## config.mk

```make
export PLATFORM = sky130hd
export DESIGN_NAME = bus_flit_serializer
export DESIGN_NICKNAME = d
export VERILOG_FILES = /design/src/rtl/bus_flit_serializer.sv
export SDC_FILE = /design/constraint.sdc
export NUM_CORES = 1
export LEC_CHECK = 0
export CAP_MARGIN = 15
export CORE_MARGIN = 3
export CORE_UTILIZATION = 50
export CTS_CLUSTER_SIZE = 30
export DETAILED_ROUTE_END_ITERATION = 8
export GPL_TIMING_DRIVEN = 0
export PLACE_DENSITY_LB_ADDON = 0.25
export SETUP_SLACK_MARGIN = 0.4
export SYNTH_ARGS = -nofsm -noshare
export SYNTH_HDL_FRONTEND = slang
export SYNTH_SLANG_ARGS = --single-unit
```

## constraint.sdc

```tcl
create_clock -name clk -period 1.8 [get_ports clk]
set_input_delay 0.54 -clock clk [delete_from_list [all_inputs] [get_ports clk]]
set_output_delay 0.54 -clock clk [all_outputs]
set_load 0.1 [all_outputs]
```

## src/rtl/bus_flit_serializer.sv

```systemverilog
// bus_flit_serializer: drains agent FIFO flits and shifts them out LSB-first with an optional odd parity bit
module bus_flit_serializer #(
    parameter int flit_size = 32,
    parameter int parity_en = 1,
    parameter int cnt_width = 16
) (
    input  logic                 clk,
    input  logic                 rst,
    input  logic                 pndng,
    input  logic [flit_size-1:0] data_out,
    output logic                 pop,
    output logic                 ser_data,
    output logic                 ser_valid,
    input  logic                 ser_rdy,
    output logic                 ser_last,
    output logic                 busy,
    output logic [cnt_width-1:0] flits_sent
);
    localparam int bw = (flit_size > 1) ? $clog2(flit_size) : 1;
    localparam logic [bw-1:0] last_bit = bw'(flit_size - 1);

    typedef enum logic [1:0] {IDLE, DATA, PAR} state_t;

    state_t               state, state_nxt;
    logic [flit_size-1:0] shreg;
    logic [bw-1:0]        bitcnt;
    logic                 par;
    logic                 frame_done;
    logic                 data_end;

    // state register
    always_ff @(posedge clk) begin
        state <= rst ? IDLE : state_nxt;
    end

    // a load always starts a new frame; otherwise advance only on accepted bits
    always_comb begin
        state_nxt = pop ? DATA : frame_done ? IDLE : data_end ? PAR : state;
    end

    // serial outputs, handshake qualifiers and the pop strobe
    always_comb begin
        busy       = state != IDLE;
        ser_valid  = busy;
        ser_data   = (state == DATA) ? shreg[0] : (state == PAR) ? par : 1'b0;
        ser_last   = (state == PAR) || (state == DATA && parity_en == 0 && bitcnt == last_bit);
        frame_done = ser_valid && ser_rdy && ser_last;
        data_end   = state == DATA && ser_rdy && bitcnt == last_bit;
        pop        = !rst && pndng && (state == IDLE || frame_done);
    end

    // shift datapath and completed-frame counter; everything holds while the far end stalls
    always_ff @(posedge clk) begin
        if (rst) begin
            shreg      <= '0;
            bitcnt     <= '0;
            par        <= 1'b0;
            flits_sent <= '0;
        end else begin
            if (pop) begin
                shreg  <= data_out;
                bitcnt <= '0;
                par    <= ~^data_out;
            end else if (state == DATA && ser_rdy) begin
                shreg  <= shreg >> 1;
                bitcnt <= bitcnt + bw'(1);
            end
            if (frame_done) flits_sent <= flits_sent + cnt_width'(1);
        end
    end
endmodule

```

==> results.cfg, run 1 <==
[hold_path]
min_path_type = reg -> reg
holdPathStages = 2
holdPathEnd = shreg[18]$_SDFFE_PP0P_
hold_start = shreg[18]$_SDFFE_PP0P_

[setup_path]
r2r_end = flits_sent[14]$_SDFFE_PP0P_
path_max_fanout = 4
startpoint_type = flop
reg2reg_depth = 8
crit_required_ns = 1.26
worstSetupPathType = reg -> out
cp_slowest_cell = dfxtp_2
r2r_start = state[1]$_SDFFE_PP0P_
end_kind = output pin
critPathMaxStageDelay_ns = 0.35
path_cells = nor2b_4 -> nor3b_4 -> nor2b_4 -> buf_12
cp_common_cell = nor2b_4
arrival_ns = 1.40
r2r_slack_ns = -0.12

[sta]
finalCritPeriodShare_pct = 108
rsz0062_at_grt = true
period_minus_slack_ns = 1.94
slew_viol_final = 0
slew_headroom_pct = 47.5
fin_skew_ns = 0.0141
setup-tns-final_ns = -0.496
finalSetupViolations = 7
hold_viol_final = 0
tightest_slew_ns = 0.787
setup_slack_ns = -0.138
fmax_mhz = 516

[layout]
nets = 428
synthToLayoutAreaGrowth_pct = 80.7
diodes = 0
layout_common_cells = dfxtp_1, a21oi_2, nand2_4
drive_gt1_share_pct = 64.9
postLayoutCellArea_um2 = 4690
multi_input_area_um2 = 2060
seqCellArea_um2 = 1190
nFillCells = 98
layout_commonest_cell = dfxtp_1

[power_and_ir_drop]
power_density_nw_per_um2 = 666
worst_ir_drop_vdd_v = 0.000484
leakagePower_uw = 0.00190

[clocking]
cts_tree = yes
clock-root-buffer = clkbuf_8
cts.clk_slew.worst_paths_ns = 0.10
htree_levels = 2
clock_latency_ns = 0.32
cts_buffers = 5
cts.path.max_buffers = 2
cts_sinks = 56

[placement]
routabilityCongestion = 0.772
placed_area_um2 = 3330
portBuffers = 56
dp_hpwl_um = 4460

[synthesis]
synth_flop_cell = dfxtp_1
ys_types = 34
synth_compound_area_share_pct = 16.6
synth_mux_area_share_pct = 1.54
yosysWarnings = 0
synth_top_family_by_area = simple AND/OR/NAND/NOR gates
ys_async_sr_fraction_pct = 0
synthSimpleGateAreaFrac_pct = 18.0
syn_avg_cell_area_um2 = 8.87
ys_seq_elements = 56
synth_xor_area_share_pct = 15.8
syn_inst = 293
syn-num-nets = 332
ys_seq_area_share_pct = 43.2
syn-cell-area_um2 = 2600
synth_fa_ha_area_share_pct = 1.45
synth-edff-count = 0

[die]
die_h_um = 78.1
die_area_um2 = 6100
top_level_ports = 57
fp.coreArea_um2 = 4880
die_x_um = 78.1
rows = 25
start_util_pct = 53.2

[routing]
drt_iter0_markers = 264
first_pass_iters = 5
vias = 2963
drt_wl_total_um = 12000
ant_nets = 0
drc = 0
routedWlPerCell_um = 26.3
viasPerCell = 6.48

[global_route]
grt_first_pass_wirelength_um = 12100
antenna_found_initial = 0
grt_max_degree = 17
grt-ovfl-total = 0
grt_usage_pct = 24.9
grt_pass1_vias = 2562

[outcome]
violations = negative setup slack
status = finished, violations left

[flow_run]
cap_violations = 0
where the power goes:
group / switching, uW / internal (uW)
clock network: 440 / 315
logic: 519 / 497
registers: 77.8 / 1280
worst max-delay path: cells and delay by family, from the launching register on:
kind	cells	cell delay (ns)
buffers and inverters	1	0.18
and+or+nand+nor	3	0.54
DFF	1	0.35
through the flow:
stage	total power, uW	utilization [%]	instances	setup WS, ns	hold WS (ns)
6_report	3120	96.2	457	-0.138	0.491
5_1_grt	3190	96.2	457	-0.177	0.510
4_1_cts	2680	80.4	440	-0.0948	0.460
3_5_place_dp	1950	68.3	416	-1.81	0.447
3_3_place_gp	1940	68.3	416	-1.78	0.441
2_1_floorplan	1750	-	293	-0.146	0.436
flip-flops by register name, summed over array words and instances (netlist names):
register,count
par,1
shreg,32
flits_sent,16
bitcnt,5
state,2
what timing repair did:
item                       CTS  global route
cloned                       0             4
setup buffers               16            13
pin swaps                   37            89
resized for setup          374           176
setup endpoints to repair   76            75
hold buffers                 0             0
Yosys cell counts (all sizes together) (3+ instances only):
library cell | count | area share (%)
a21oi | 36 | 6.9
a22oi | 30 | 8.7
and3 | 3 | 0.72
buf | 11 | 2.2
clkbuf | 7 | 1.0
dfxtp | 56 | 43
ha | 3 | 1.4
mux2i | 4 | 1.5
nand2 | 38 | 5.8
nand3 | 6 | 1.6
nand4 | 5 | 1.2
nor2 | 23 | 3.6
nor2b | 4 | 1.3
nor3 | 7 | 1.3
xnor2 | 31 | 10
xor2 | 16 | 5.4
final cells by class:
cell class / instances / share of cell area, %
tap: 67 / 1.79
timing repair buffer: 89 / 22.8
clock buffer: 7 / 1.84
clock inverter: 1 / 0.160
buffer: 18 / 4.13
sequential: 56 / 25.3
inverter: 1 / 0.0800
multi-input combinational: 218 / 43.9
cells by family after synthesis:
kind of cell             Yosys count
AND/OR/NAND/NOR                   94
AO/OA/AOI/OAI                     70
flip-flops                        56
XOR/XNOR                          47
buffers and inverters             19
multiplexers                       4
adder cells (fa/ha/maj)            3
metal layers:
metal	wire length, um	vias to the layer above	global-route usage [%]
li1	-	1204	-
met1	4200	1425	29.3
met2	5930	258	44.9
met3	1080	76	5.62
met4	810	0	7.69
met5	0	-	0
worst max-delay path by stage:
stage / startpoint / end / slack, ns
2_1_floorplan: ser_rdy / pop / -0.15
3_3_place_gp: ser_rdy / pop / -1.78
3_5_place_dp: ser_rdy / pop / -1.81
4_1_cts: state[1]$_SDFFE_PP0P_ / pop / -0.09
5_1_grt: state[1]$_SDFFE_PP0P_ / pop / -0.18
6_report: state[1]$_SDFFE_PP0P_ / pop / -0.14
(Power assumes the default switching activity.)
==> inputs of run 2 (changes only) <==
Settings changed: CORE_MARGIN 3 to not set, CTS_CLUSTER_SIZE 30 to 8, SKIP_CTS_REPAIR_TIMING set to 1.
==> run 2 against run 1 <==
The run still ends with negative setup slack left. First-iteration DRC count down 55%. Combinational power down 28%. Wire length down 29%. Count of clock-buffer cells in the layout unchanged. Clock skew down 0.0096 ns. Clock power up 22%. Total power down 4.6%. Die area down 10%. Register-to-register slack better by 0.20 ns. Hold slack worse by 0.029 ns. Flip-flop and latch count unchanged. Via count down 13%. Critical path type unchanged. Largest power group unchanged.
==> results.cfg, run 2 (synthesized netlist as in run 1, its figures left out) <==
[setup_path]
reg2reg_depth = 8
arrival_ns = 1.58
worstSetupPathType = reg -> out
r2r_end = state[0]$_SDFFE_PP0P_
crit_required_ns = 1.26
r2r_slack_ns = 0.08
r2r_start = state[1]$_SDFFE_PP0P_
startpoint_type = flop
cp-startpoint = state[1]$_SDFFE_PP0P_
path_max_fanout = 5
end_kind = output pin

[routing]
viasPerCell = 5.75
drt_wl_total_um = 8480
routedWlPerCell_um = 18.8
vias = 2588
drt_iter0_markers = 120
first_pass_iters = 5
drc = 0
ant_nets = 0

[clocking]
cts_tree = yes
clock-root-buffer = clkbuf_8
htree_levels = 2
clock_latency_ns = 0.32
cts_sinks = 56
cts.clk_slew.worst_paths_ns = 0.10
cts_buffers = 5
cts.path.max_buffers = 2

[hold_path]
holdPathEnd = shreg[27]$_SDFFE_PP0P_
hold_start = shreg[27]$_SDFFE_PP0P_
min_path_type = reg -> reg
holdPathStages = 2

[power_and_ir_drop]
leakagePower_uw = 0.00170
power_density_nw_per_um2 = 718
total_power_uw = 2980
worst_ir_drop_vdd_v = 0.000593

[sta]
finalCritPeriodShare_pct = 118
fin_skew_ns = 0.00448
hold_viol_final = 0
setup_slack_ns = -0.316
period_minus_slack_ns = 2.12
finalSetupViolations = 2
rsz0062_at_grt = true
slew_headroom_pct = 66.1
slew_viol_final = 0
tightest_slew_ns = 0.508
fmax_mhz = 473

[global_route]
antenna_found_initial = 0
grt_pass1_vias = 2217
grt_max_degree = 17
grt_usage_pct = 23.6
grt_first_pass_wirelength_um = 9860
grt-ovfl-total = 0

[die]
die_x_um = 74.1
fp.coreArea_um2 = 4850
start_util_pct = 53.6
die_area_um2 = 5490
top_level_ports = 57
die_h_um = 74.1
rows = 25

[layout]
largest_reg_flops = 32
diodes = 0
layout_common_cells = dfxtp_1, a21oi_1, nand2_1
postLayoutCellArea_um2 = 4150
largestRegisters = shreg (32), flits_sent (16), bitcnt (5)
layout_commonest_cell = dfxtp_1
nets = 421
drive_gt1_share_pct = 42.6
nFillCells = 244
largest_register = shreg
final_core_util_pct = 85.6
synthToLayoutAreaGrowth_pct = 59.8

[outcome]
violations = negative setup slack
status = finished, violations left

[flow_run]
cap_violations = 0

[placement]
portBuffers = 56
routabilityCongestion = 0.740
dp_hpwl_um = 4300
placed_area_um2 = 3330
run 2: cell count changes in the layout (fill, tap and decap cells not counted), sizes merged:
cell	change
dlygate4sd2	-1
clkdlybuf4s15	-1
dlymetal6s2s	+7
clkinvlp	-1
buf	-25
clkbuf	+12
bufinv	+1
clkdlybuf4s50	+1
run 2: power breakdown:
part / internal, uW / switching, uW / total (uW) / leakage [uW]
logic: 346 / 387 / 734 / 0.00116
registers: 1280 / 46.6 / 1320 / 0.000471
clock network: 492 / 432 / 924 / 0.0000645
run 2: through the flow:
| stage | TNS, ns | std cells | setup WS (ns) | hold WS, ns |
|---|---|---|---|---|
| after floorplan | -0.569 | 293 | -0.146 | 0.436 |
| final | -0.464 | 450 | -0.316 | 0.462 |
| after detailed placement | -33.88 | 416 | -1.83 | 0.447 |
| after global routing | -0.563 | 450 | -0.363 | 0.484 |
| after global placement | -32.04 | 416 | -1.78 | 0.441 |
| after CTS | -22.59 | 424 | -1.82 | 0.460 |
run 2: how the worst max path moves through the flow:
stage                     end  slack (ns)  depth (start not counted)
final                     pop       -0.32                          4
after detailed placement  pop       -1.83                          5
after global routing      pop       -0.36                          4
after floorplan           pop       -0.15                          3
after global placement    pop       -1.78                          5
after CTS                 pop       -1.82                          5
run 2: layout make-up:
type	instances	area (um^2)	area share, %
Inverter	1	3.75	0.0904
Tap cell	67	83.8	2.02
Clock inverter	1	30.0	0.723
Clock buffer	7	96.3	2.32
Buffer	18	133	3.19
Timing Repair Buffer	82	948	22.8
Multi-Input combinational cell	218	1670	40.2
Sequential cell	56	1190	28.6
run 2: worst max-delay path, stage by stage, from the launching register on:
cell and delay [ns]:
dfxtp_2 0.35, nor2b_4 0.13, nor3b_4 0.29, nor2b_4 0.28
buf_12 0.20
run 2: metal layers:
metal  share of wire, %  wire length, um  global-route usage (%)  vias up
met2                 52             4440                    39.4       97
met5                  0                0                       0        -
met4                3.6              303                    11.3        0
li1                   -                -                       -     1184
met3                5.2              440                    4.88       27
met1                 39             3290                    29.0     1280
